==> src/rtl/disp_pkg.sv <==
// Shared definitions for the display page scheduler: page count, index width,
// FSM state encoding, named page indices and small index helpers.
package disp_pkg;

    localparam int NUM_PAGES = 19;
    localparam int SEL_W     = 5;

    // Named page indices
    localparam logic [SEL_W-1:0] PAGE_FIRST = SEL_W'(0);
    localparam logic [SEL_W-1:0] PAGE_LAST  = SEL_W'(NUM_PAGES - 1);
    localparam logic [SEL_W-1:0] PAGE_HOME  = PAGE_FIRST;

    typedef enum logic [1:0] {
        ST_IDLE   = 2'd0,
        ST_SHOW   = 2'd1,
        ST_SEARCH = 2'd2
    } state_t;

    // Neighbouring page index with wrap-around in either direction.
    function automatic logic [SEL_W-1:0] step_page(input logic [SEL_W-1:0] idx,
                                                   input logic fwd);
        logic [SEL_W-1:0] r;
        if (fwd) begin
            r = (idx >= PAGE_LAST) ? PAGE_FIRST : idx + SEL_W'(1);
        end else begin
            r = (idx == PAGE_FIRST || idx > PAGE_LAST) ? PAGE_LAST : idx - SEL_W'(1);
        end
        return r;
    endfunction

    // Mask lookup that reads as disabled for any index outside the page range.
    function automatic logic page_enabled(input logic [NUM_PAGES-1:0] mask,
                                          input logic [SEL_W-1:0] idx);
        logic en;
        en = 1'b0;
        for (int i = 0; i < NUM_PAGES; i++) begin
            if (idx == SEL_W'(i)) en = mask[i];
        end
        return en;
    endfunction

endpackage

==> src/rtl/disp_page_scheduler_if.sv <==
// Signal bundle between the button/console side (master) and the page
// scheduler (slave).
//
// Jump handshake: the master raises jump_valid with jump_page stable and
// holds both until it sees jump_ack high. jump_ack is a one-cycle pulse in the
// cycle the request is consumed (valid and ack high together = transfer);
// jump_err is meaningful only in that cycle. The master must drop jump_valid
// (or present a new request) after the ack cycle.
interface disp_page_scheduler_if;

    logic                            EN;
    logic                            auto_mode;
    logic                            btn_next;
    logic                            btn_prev;
    logic [disp_pkg::NUM_PAGES-1:0]  page_mask;
    logic                            jump_valid;
    logic [disp_pkg::SEL_W-1:0]      jump_page;

    logic [disp_pkg::SEL_W-1:0]      Disp_sel;
    logic                            sel_valid;
    logic                            busy;
    logic                            page_changed;
    logic                            jump_ack;
    logic                            jump_err;

    modport master (
        output EN, auto_mode, btn_next, btn_prev, page_mask, jump_valid, jump_page,
        input  Disp_sel, sel_valid, busy, page_changed, jump_ack, jump_err
    );

    modport slave (
        input  EN, auto_mode, btn_next, btn_prev, page_mask, jump_valid, jump_page,
        output Disp_sel, sel_valid, busy, page_changed, jump_ack, jump_err
    );

endinterface

==> src/rtl/disp_dwell_timer.sv <==
// Dwell counter for auto mode: counts enabled cycles and raises a one-cycle
// expire pulse on the cycle the count sits at DWELL_CYCLES-1. Holding enable
// low freezes the count so a pending expiry is not lost.
module disp_dwell_timer #(
    parameter int DWELL_CYCLES = 50_000_000,
    parameter int CNT_W        = 26
) (
    input  logic clk,
    input  logic rst,
    input  logic clear,
    input  logic enable,
    output logic expire
);

    localparam logic [CNT_W-1:0] LAST_CNT = CNT_W'(DWELL_CYCLES - 1);

    logic [CNT_W-1:0] count;

    assign expire = enable && !clear && (count == LAST_CNT);

    // Count register: clear wins, wraps to zero on expiry, holds when disabled.
    always_ff @(posedge clk or negedge rst) begin
        if (!rst) begin
            count <= '0;
        end else if (clear || expire) begin
            count <= '0;
        end else if (enable) begin
            count <= count + CNT_W'(1);
        end
    end

endmodule

==> src/rtl/disp_page_scheduler.sv <==
// Display page scheduler: picks the page index driven to the display mux.
// Walks enabled pages on dwell expiry (auto mode) or next/prev pulses, and
// serves direct jump requests. A search steps one candidate per cycle.
module disp_page_scheduler
    import disp_pkg::*;
#(
    parameter int DWELL_CYCLES = 50_000_000,
    parameter int CNT_W        = 26
) (
    input  logic                  clk,
    input  logic                  rst,
    disp_page_scheduler_if.slave  bus,
    output state_t                state_dbg
);

    state_t           state, state_n;
    logic             fwd, fwd_n;
    logic [SEL_W-1:0] cursor, cursor_n;
    logic [SEL_W-1:0] sel_q, sel_n;
    logic             changed_q, changed_n;

    logic             in_show;
    logic             step_req;
    logic             jump_take;
    logic             jump_ok;
    logic             step_take;
    logic             cur_enabled;
    logic [SEL_W-1:0] cand;
    logic             cand_enabled;
    logic             dwell_clear;
    logic             dwell_en;
    logic             dwell_expire;

    // Event decode; kept outside the FSM block so the timer enable does not
    // loop back through it.
    assign in_show      = bus.EN && (state == ST_SHOW);
    assign step_req     = bus.btn_next ^ bus.btn_prev;
    assign jump_ok      = (bus.jump_page <= PAGE_LAST) && page_enabled(bus.page_mask, bus.jump_page);
    assign jump_take    = in_show && bus.jump_valid;
    assign step_take    = in_show && !bus.jump_valid && step_req;
    assign cur_enabled  = page_enabled(bus.page_mask, sel_q);
    assign cand         = step_page(cursor, fwd);
    assign cand_enabled = page_enabled(bus.page_mask, cand);

    // Dwell only runs while showing in auto mode; higher-priority events
    // freeze it for that cycle, and a real page change restarts it.
    assign dwell_en    = in_show && bus.auto_mode && !bus.jump_valid && !step_req;
    assign dwell_clear = !(in_show && bus.auto_mode)
                         || (jump_take && jump_ok && (bus.jump_page != sel_q));

    disp_dwell_timer #(
        .DWELL_CYCLES (DWELL_CYCLES),
        .CNT_W        (CNT_W)
    ) u_dwell (
        .clk    (clk),
        .rst    (rst),
        .clear  (dwell_clear),
        .enable (dwell_en),
        .expire (dwell_expire)
    );

    // Outputs: status decoded from state, handshake straight from the decode.
    assign bus.Disp_sel     = sel_q;
    assign bus.sel_valid    = (state == ST_SHOW) && cur_enabled;
    assign bus.busy         = (state == ST_SEARCH);
    assign bus.page_changed = changed_q;
    assign bus.jump_ack     = jump_take;
    assign bus.jump_err     = jump_take && !jump_ok;
    assign state_dbg        = state;

    // State and datapath registers.
    always_ff @(posedge clk or negedge rst) begin
        if (!rst) begin
            state     <= ST_IDLE;
            fwd       <= 1'b1;
            cursor    <= PAGE_LAST;
            sel_q     <= PAGE_HOME;
            changed_q <= 1'b0;
        end else begin
            state     <= state_n;
            fwd       <= fwd_n;
            cursor    <= cursor_n;
            sel_q     <= sel_n;
            changed_q <= changed_n;
        end
    end

    // Next-state logic: EN low forces IDLE; SHOW arbitrates jump > step >
    // (current page masked out or dwell expiry); SEARCH tests one candidate.
    always_comb begin
        state_n   = state;
        fwd_n     = fwd;
        cursor_n  = cursor;
        sel_n     = sel_q;
        changed_n = 1'b0;
        if (!bus.EN) begin
            state_n = ST_IDLE;
        end else begin
            case (state)
                ST_IDLE: begin
                    // Start just before page 0 so page 0 is the first candidate.
                    state_n  = ST_SEARCH;
                    fwd_n    = 1'b1;
                    cursor_n = PAGE_LAST;
                end
                ST_SHOW: begin
                    if (jump_take) begin
                        if (jump_ok) begin
                            sel_n     = bus.jump_page;
                            changed_n = (bus.jump_page != sel_q);
                        end
                    end else if (step_take) begin
                        state_n  = ST_SEARCH;
                        fwd_n    = bus.btn_next;
                        cursor_n = sel_q;
                    end else if (!cur_enabled || dwell_expire) begin
                        state_n  = ST_SEARCH;
                        fwd_n    = 1'b1;
                        cursor_n = sel_q;
                    end
                end
                ST_SEARCH: begin
                    // Coming back round to the start page is just another
                    // candidate; with an empty mask the scan keeps going.
                    if (cand_enabled) begin
                        sel_n     = cand;
                        changed_n = (cand != sel_q);
                        state_n   = ST_SHOW;
                    end else begin
                        cursor_n = cand;
                    end
                end
                default: begin
                    state_n = ST_IDLE;
                end
            endcase
        end
    end

endmodule
==> src/flat_wrapper.sv <==
// flat-port wrapper written by rule: the top's interface ports become plain ports
module disp_page_scheduler_flat import disp_pkg::*;
#(
    parameter int DWELL_CYCLES = 50_000_000,
    parameter int CNT_W        = 26
)
  (clk, rst, state_dbg, bus_EN, bus_auto_mode, bus_btn_next, bus_btn_prev, bus_page_mask, bus_jump_valid, bus_jump_page, bus_Disp_sel, bus_sel_valid, bus_busy, bus_page_changed, bus_jump_ack, bus_jump_err);
  disp_page_scheduler_if bus_i ();
  input  logic clk;
  input  logic rst;
  output state_t state_dbg;
  input wire logic [$bits(bus_i.EN)-1:0] bus_EN;
  input wire logic [$bits(bus_i.auto_mode)-1:0] bus_auto_mode;
  input wire logic [$bits(bus_i.btn_next)-1:0] bus_btn_next;
  input wire logic [$bits(bus_i.btn_prev)-1:0] bus_btn_prev;
  input wire logic [$bits(bus_i.page_mask)-1:0] bus_page_mask;
  input wire logic [$bits(bus_i.jump_valid)-1:0] bus_jump_valid;
  input wire logic [$bits(bus_i.jump_page)-1:0] bus_jump_page;
  output wire logic [$bits(bus_i.Disp_sel)-1:0] bus_Disp_sel;
  output wire logic [$bits(bus_i.sel_valid)-1:0] bus_sel_valid;
  output wire logic [$bits(bus_i.busy)-1:0] bus_busy;
  output wire logic [$bits(bus_i.page_changed)-1:0] bus_page_changed;
  output wire logic [$bits(bus_i.jump_ack)-1:0] bus_jump_ack;
  output wire logic [$bits(bus_i.jump_err)-1:0] bus_jump_err;
  assign bus_i.EN = bus_EN;
  assign bus_i.auto_mode = bus_auto_mode;
  assign bus_i.btn_next = bus_btn_next;
  assign bus_i.btn_prev = bus_btn_prev;
  assign bus_i.page_mask = bus_page_mask;
  assign bus_i.jump_valid = bus_jump_valid;
  assign bus_i.jump_page = bus_jump_page;
  assign bus_Disp_sel = bus_i.Disp_sel;
  assign bus_sel_valid = bus_i.sel_valid;
  assign bus_busy = bus_i.busy;
  assign bus_page_changed = bus_i.page_changed;
  assign bus_jump_ack = bus_i.jump_ack;
  assign bus_jump_err = bus_i.jump_err;
  disp_page_scheduler #(.DWELL_CYCLES(DWELL_CYCLES), .CNT_W(CNT_W)) u_core (.clk(clk), .rst(rst), .bus(bus_i), .state_dbg(state_dbg));
endmodule
==> config.mk <==
export PLATFORM = sky130hd
export DESIGN_NAME = disp_page_scheduler_flat
export DESIGN_NICKNAME = d
export VERILOG_FILES = /design/src/rtl/disp_pkg.sv /design/src/rtl/disp_page_scheduler_if.sv /design/src/rtl/disp_dwell_timer.sv /design/src/rtl/disp_page_scheduler.sv /design/src/flat_wrapper.sv
export SDC_FILE = /design/constraint.sdc
export NUM_CORES = 1
export LEC_CHECK = 0
export BUFFER_PORTS_ARGS = -buffer_cell sky130_fd_sc_hd__buf_2
export CAP_MARGIN = 20
export CORE_AREA = 2 2 85 87
export DETAILED_ROUTE_END_ITERATION = 10
export DIE_AREA = 0 0 87 89
export PLACE_DENSITY = 0.73
export SETUP_SLACK_MARGIN = 0.02
export SKIP_LAST_GASP = 1
export SYNTH_ARGS = -nofsm -noshare
export SYNTH_HDL_FRONTEND = slang
export SYNTH_HIERARCHICAL = 1
export SYNTH_SLANG_ARGS = --single-unit
export TNS_END_PERCENT = 100
==> constraint.sdc <==
create_clock -name clk -period 7.2 [get_ports clk]
set_input_delay 0.36 -clock clk [delete_from_list [all_inputs] [get_ports clk]]
set_output_delay 0.36 -clock clk [all_outputs]
set_load 0.01 [all_outputs]
==> results.yml, run 1 <==
outcome:
  outcome: "finished, final reports clean"
yosys:
  async_flop_share_pct: 100
  netlist_area_mm2: 0.00363
  synth_nets: 468
  avgSynthCellArea_um2: 8.47
  yosysTopAreaCellShare_pct: 25.5
  ys_top_cells_by_area: "dfrtp_1 (26%), xor2_1 (5.1%), nor2_1 (4.8%), nand2_1 (3.9%), ha_1 (3.1%)"
  syn-instance-count: 428
  synth-seq-cells: 40
  synth_edf_count: 0
  synth_area_leader_cell: "dfrtp_1"
  synth_common_cells: "nor2_1 (46), nand2_1 (38), dfrtp_1 (37)"
  yosys_warnings: 6
  ys_seq_area_share_pct: 27.7
  yosysMostFrequentCell: "nor2_1"
  synthFlopType: "dfrtp_1"
  ys_types: 81
global_routing:
  antenna_found_initial: 0
  grt.total_usage_pct: 25.2
  gr-total-overflow: 0
  grt_pass1_vias: 3215
  grt_pass1_wl_um: 15800
  grt_max_degree: 41
place:
  dp.cells: 528
  place_ws_ps: 2420
  post-dp-hpwl_um: 6880
  placed_cell_area_mm2: 0.00382
  gp_congestion: 0.961
  io_buffers: 42
clocking:
  ctsHoldBuffers: 0
  cts_max_level: 2
  clk_latency_ps: 290
  cts_setup_buffers: 0
  cts_buffers: 5
  cts_tree: "done"
  cts_root_buffer: "clkbuf_8"
  clockBufferDepth: 2
  cts.sinks: 40
  cts_resized: 0
  clk_pin_slew_ps: 80
sta:
  hold_viol: 0
  rsz0062_at_grt: "false"
  fmax_mhz: 221
  relSlewSlack_pct: 39.4
  setup_ws_ps: 2680
  slew_violations: 0
  fin_crit_sh_pct: 62.8
  min_period_ps: 4520
  tightest_slew_ps: 908
  finalSetupViolCount: 0
  clock-skew-final_ps: 15.3
  timing.setup.tns_ps: 0
worst_setup_path:
  cp_slowest_cell: "mux4_2"
  crit_fanout: 16
  rrSetupSlack_ps: 3070
  cp-start-kind: "input pin"
  cp-end-kind: "flop"
  cp.required_ps: 7380
  slowest_delay_ps: 550
  worstPathArrival_ps: 4700
  crit_type: "input pin to flop"
  crit_chain: "buf_2 -> mux4_2 -> o21a_1 -> a311oi_1 -> o21ai_0 -> nand2_1 -> o21ai_0 -> nand2_1 -> o2111ai_1 -> buf_4 -> or4b_1 -> nor3b_1 -> and4_1 -> and2_2 -> nor2_1 -> a2111oi_4 -> nand2_2 -> mux2_4"
layout:
  design_area_mm2: 0.00393
  final_util_pct: 58.5
  syn2layout_area_growth_pct: 8.35
  layout-drive-gt1-share_pct: 18.6
  instances_no_fill: 536
  final_net_count: 495
  diodes: 0
route:
  wire_per_inst_um: 17.4
  vias: 3358
  postRouteAntennaNets: 0
  routed_wl_um: 9340
  via_per_inst: 6.26
  first_pass_iters: 5
  drt_iter0_drc: 308
  drc: 0
die:
  ioPinCount: 43
  row_count: 30
  die_w_um: 87
  coreArea_mm2: 0.00672
  die_area_mm2: 0.00774
  start_util_pct: 54.0
  dieHeight_um: 89
min_path:
  hold_class: "input pin to asynchronous set/reset pin"
power_and_ir_drop:
  power_density_mw_per_mm2: 323
  ir_drop_uv: 176
  leakage_uw: 0.00165
flow_run:
  max_cap_violations: 0
report_power, final:
part,total (µW),internal [µW],switching [µW],leakage (µW)
registers,350,258,92.1,0.000538
logic,737,318,419,0.00105
clock network,181,103,77.8,0.0000552
final timing paths:
| path | start | to | cells past startpoint |
|---|---|---|---|
| worst max-delay path | bus_jump_page[0] | u_core/cursor[2] | 18 |
| worst min-delay path | rst | u_core/cursor[0] | 1 |
| worst max register to register | u_core/bus.Disp_sel[0] | u_core/cursor[2] | 13 |
| worst min register to register | u_core/u_dwell/count[14] | u_core/u_dwell/count[14] | 1 |
| max in group asynchronous | rst | u_core/u_dwell/count[0] | 1 |
| min in group clk | bus_btn_prev | u_core/fwd | 2 |
through the flow:
step           total power [µW]  hold WS (ps)
5_1_grt                    1360           255
3_5_place_dp               1070           514
3_3_place_gp               1060           516
2_1_floorplan               916          64.4
4_1_cts                    1260           228
6_report                   1270           199
layout by cell type, fill, tap and decap left out, types with 4 or more instances in the layout:
cell type   n
inv_1      20
a21o_1      6
nand4_1    15
a21oi_1    19
o21ai_0    15
mux2i_1     8
dfrtp_1    37
ha_1        9
o31ai_1     6
nand2_1    38
xnor2_1    12
and3_1      7
nor2_1     46
nand3_1    22
mux2_2      5
nor3b_1     5
buf_2      42
clkbuf_8    5
nor4_1      5
xor2_1     21
nor3_1     11
mux2_1      4
nand2b_1    4
mux2_4      4
state kept, by name (all words and copies together) (netlist names):
| name | cells |
|---|---|
| u_core/bus.Disp_sel | 5 |
| u_core/bus.page_changed | 1 |
| u_core/cursor | 5 |
| u_core/fwd | 1 |
| u_core/state_dbg | 2 |
| u_core/u_dwell/count | 26 |
area by class of cell:
class | instances | area, µm²
inverters | 20 | 75.1
multi-input cells | 345 | 2420
flip-flops and latches | 40 | 1000
well taps | 80 | 100
repair buffers | 43 | 218
clock buffers | 6 | 72.6
fillers | 596 | 2790
clock inverters | 2 | 35.0
worst max-delay path: cells and delay by family:
kind                   cells  cell delay [ps]
AND/OR/NAND/NOR            8             1800
buffers and inverters      2              460
AO/OA/AOI/OAI              6             1200
multiplexers               2              880
routing by layer:
layer / up-vias / wire length (µm) / global-route usage (%) / share of wire, %
met3: 8 / 448 / 3.79 / 4.8
met4: 0 / 66 / 4.97 / 0.71
li1: 1630 / - / - / -
met2: 100 / 4150 / 38.5 / 44
met5: - / 0 / 0 / 0
met1: 1620 / 4670 / 37.9 / 50
logic make-up (layout without fill, tap and decap cells):
family | after synthesis | in the layout | share of synthesized area [%]
and+or+nand+nor | 180 | 180 | 25.7
AOI/OAI and AO/OA | 99 | 99 | 21.6
buffers and inverters | 43 | 71 | 5.45
DFF | 40 | 40 | 27.7
xor gates and xnor gates | 33 | 33 | 7.97
muxes | 24 | 24 | 8.52
adders and majority gates | 9 | 9 | 3.10
No activity file was read; power rests on OpenSTA's default activity.
==> inputs of run 2 (changes only) <==
--- a/config.mk
+++ b/config.mk
@@ -10,7 +10,7 @@
 export CORE_AREA = 2 2 85 87
 export DETAILED_ROUTE_END_ITERATION = 10
 export DIE_AREA = 0 0 87 89
-export PLACE_DENSITY = 0.73
+export PLACE_DENSITY = 0.76
 export SETUP_SLACK_MARGIN = 0.02
 export SKIP_LAST_GASP = 1
 export SYNTH_ARGS = -nofsm -noshare
==> constraint.sdc (replaced) <==
create_clock -name clk -period 3.8 [get_ports clk]
set_input_delay 0.19 -clock clk [delete_from_list [all_inputs] [get_ports clk]]
set_output_delay 0.19 -clock clk [all_outputs]
set_load 0.01 [all_outputs]
==> results.yml, run 2 (synthesis results as in run 1) <==
outcome:
  outcome: "finished, final reports clean"
clocking:
  ctsHoldBuffers: 0
  cts_max_level: 2
  cts_buffers: 5
  clk_latency_ps: 290
  clk_pin_slew_ps: 80
  cts_setup_buffers: 0
  cts_root_buffer: "clkbuf_8"
  cts_tree: "done"
  cts.sinks: 40
  cts_resized: 0
  clockBufferDepth: 2
power_and_ir_drop:
  ir_drop_uv: 215
  power_density_mw_per_mm2: 624
  leakage_uw: 0.00174
route:
  vias: 3470
  routed_wl_um: 9490
  drt_iter0_drc: 327
  drc: 0
  via_per_inst: 6.26
  postRouteAntennaNets: 0
  wire_per_inst_um: 17.1
  first_pass_iters: 5
die:
  die_area_mm2: 0.00774
  start_util_pct: 54.0
  dieHeight_um: 89
  coreArea_mm2: 0.00672
  ioPinCount: 43
  row_count: 30
  die_w_um: 87
layout:
  syn2layout_area_growth_pct: 13.1
  max_flop_register: "u_core/u_dwell/count"
  final_net_count: 513
  diodes: 0
  final_util_pct: 61.1
  design_area_mm2: 0.00410
  layout_commonest_cell: "nor2_1"
  largest_reg_flops: 26
  mostFrequentLayoutCells: "nor2_1 (46), buf_2 (42), nand2_1 (38)"
  layout-drive-gt1-share_pct: 23.0
worst_setup_path:
  crit_type: "flop to flop"
  cp.required_ps: 3960
  rr_startpoint: "u_core/cursor[1]"
  cp-startpoint: "u_core/cursor[1]"
  rrSetupSlack_ps: 190
  worstPathArrival_ps: 3770
  reg2reg_to: "u_core/bus.Disp_sel[0]"
  cp-start-kind: "flop"
  cp-end-kind: "flop"
  crit_fanout: 10
  r2r_cells: 12
global_routing:
  gr-total-overflow: 0
  antenna_found_initial: 0
  grt_pass1_vias: 3197
  grt_pass1_wl_um: 15500
  grt.total_usage_pct: 25.0
  grt_max_degree: 41
min_path:
  hold_class: "input pin to asynchronous set/reset pin"
sta:
  tightest_slew_ps: 882
  finalSetupViolCount: 0
  min_period_ps: 3610
  slew_violations: 0
  fin_crit_sh_pct: 95.0
  fmax_mhz: 277
  rsz0062_at_grt: "false"
  clock-skew-final_ps: 8.11
  relSlewSlack_pct: 41.2
  hold_viol: 0
flow_run:
  max_cap_violations: 0
place:
  io_buffers: 42
  post-dp-hpwl_um: 7060
  placed_cell_area_mm2: 0.00396
  gp_congestion: 0.940
run 2: how the worst max path moves through the flow:
| stage | slack (ps) | endpoint |
|---|---|---|
| 3_5_place_dp | -40 | u_core/cursor[2] |
| 6_report | 190 | u_core/bus.Disp_sel[0] |
| 5_1_grt | 40 | u_core/bus.Disp_sel[0] |
| 4_1_cts | 170 | u_core/bus.Disp_sel[0] |
| 2_1_floorplan | 40 | u_core/cursor[2] |
| 3_3_place_gp | 20 | u_core/cursor[2] |
run 2: critical path: stages, from the launching register on:
cell	delay [ps]
dfstp_2	640
inv_1	90
ha_1	330
nor3b_1	240
a32oi_2	150
and2_1	270
buf_4	190
a222oi_1	340
nor3b_1	110
nor3_1	220
o21ai_2	130
a32oi_4	380
mux2_1	380
run 2: where the power goes:
| part | leakage, µW | internal, µW | total, µW | switching, µW |
|---|---|---|---|---|
| registers | 0.000538 | 491 | 566 | 75.5 |
| logic | 0.00114 | 692 | 1610 | 922 |
| clock network | 0.0000645 | 232 | 381 | 150 |
run 2: final cells by class:
cell class                      count  area (µm²)
Fill cell                         579        2620
Clock inverter                      1        30.0
Clock buffer                        7        96.3
Timing Repair Buffer               61         353
Sequential cell                    40        1000
Multi-Input combinational cell    345        2440
Inverter                           20        75.1
Tap cell                           80         100
run 2: through the flow:
step / total power (µW) / setup slack, ps / cells / TNS (ps) / hold WS [ps]
global placement: 2110 / 15.3 / 546 / 0 / 348
global route: 2740 / 35.1 / 554 / 0 / 83.1
CTS: 2530 / 172 / 554 / 0 / 52.5
finish: 2560 / 189 / 554 / 0 / 3.69
floorplan: 1740 / 42.3 / 428 / 0 / -106
detailed placement: 2140 / -37.0 / 546 / -78.2 / 368
run 2: layer usage:
layer / vias to the layer above / share of wire (%) / track usage, %
met4: 0 / 1.3 / 5.11
li1: 1664 / - / -
met1: 1638 / 47 / 36.5
met5: - / 0 / 0
met2: 152 / 45 / 38.9
met3: 16 / 7.5 / 4.34
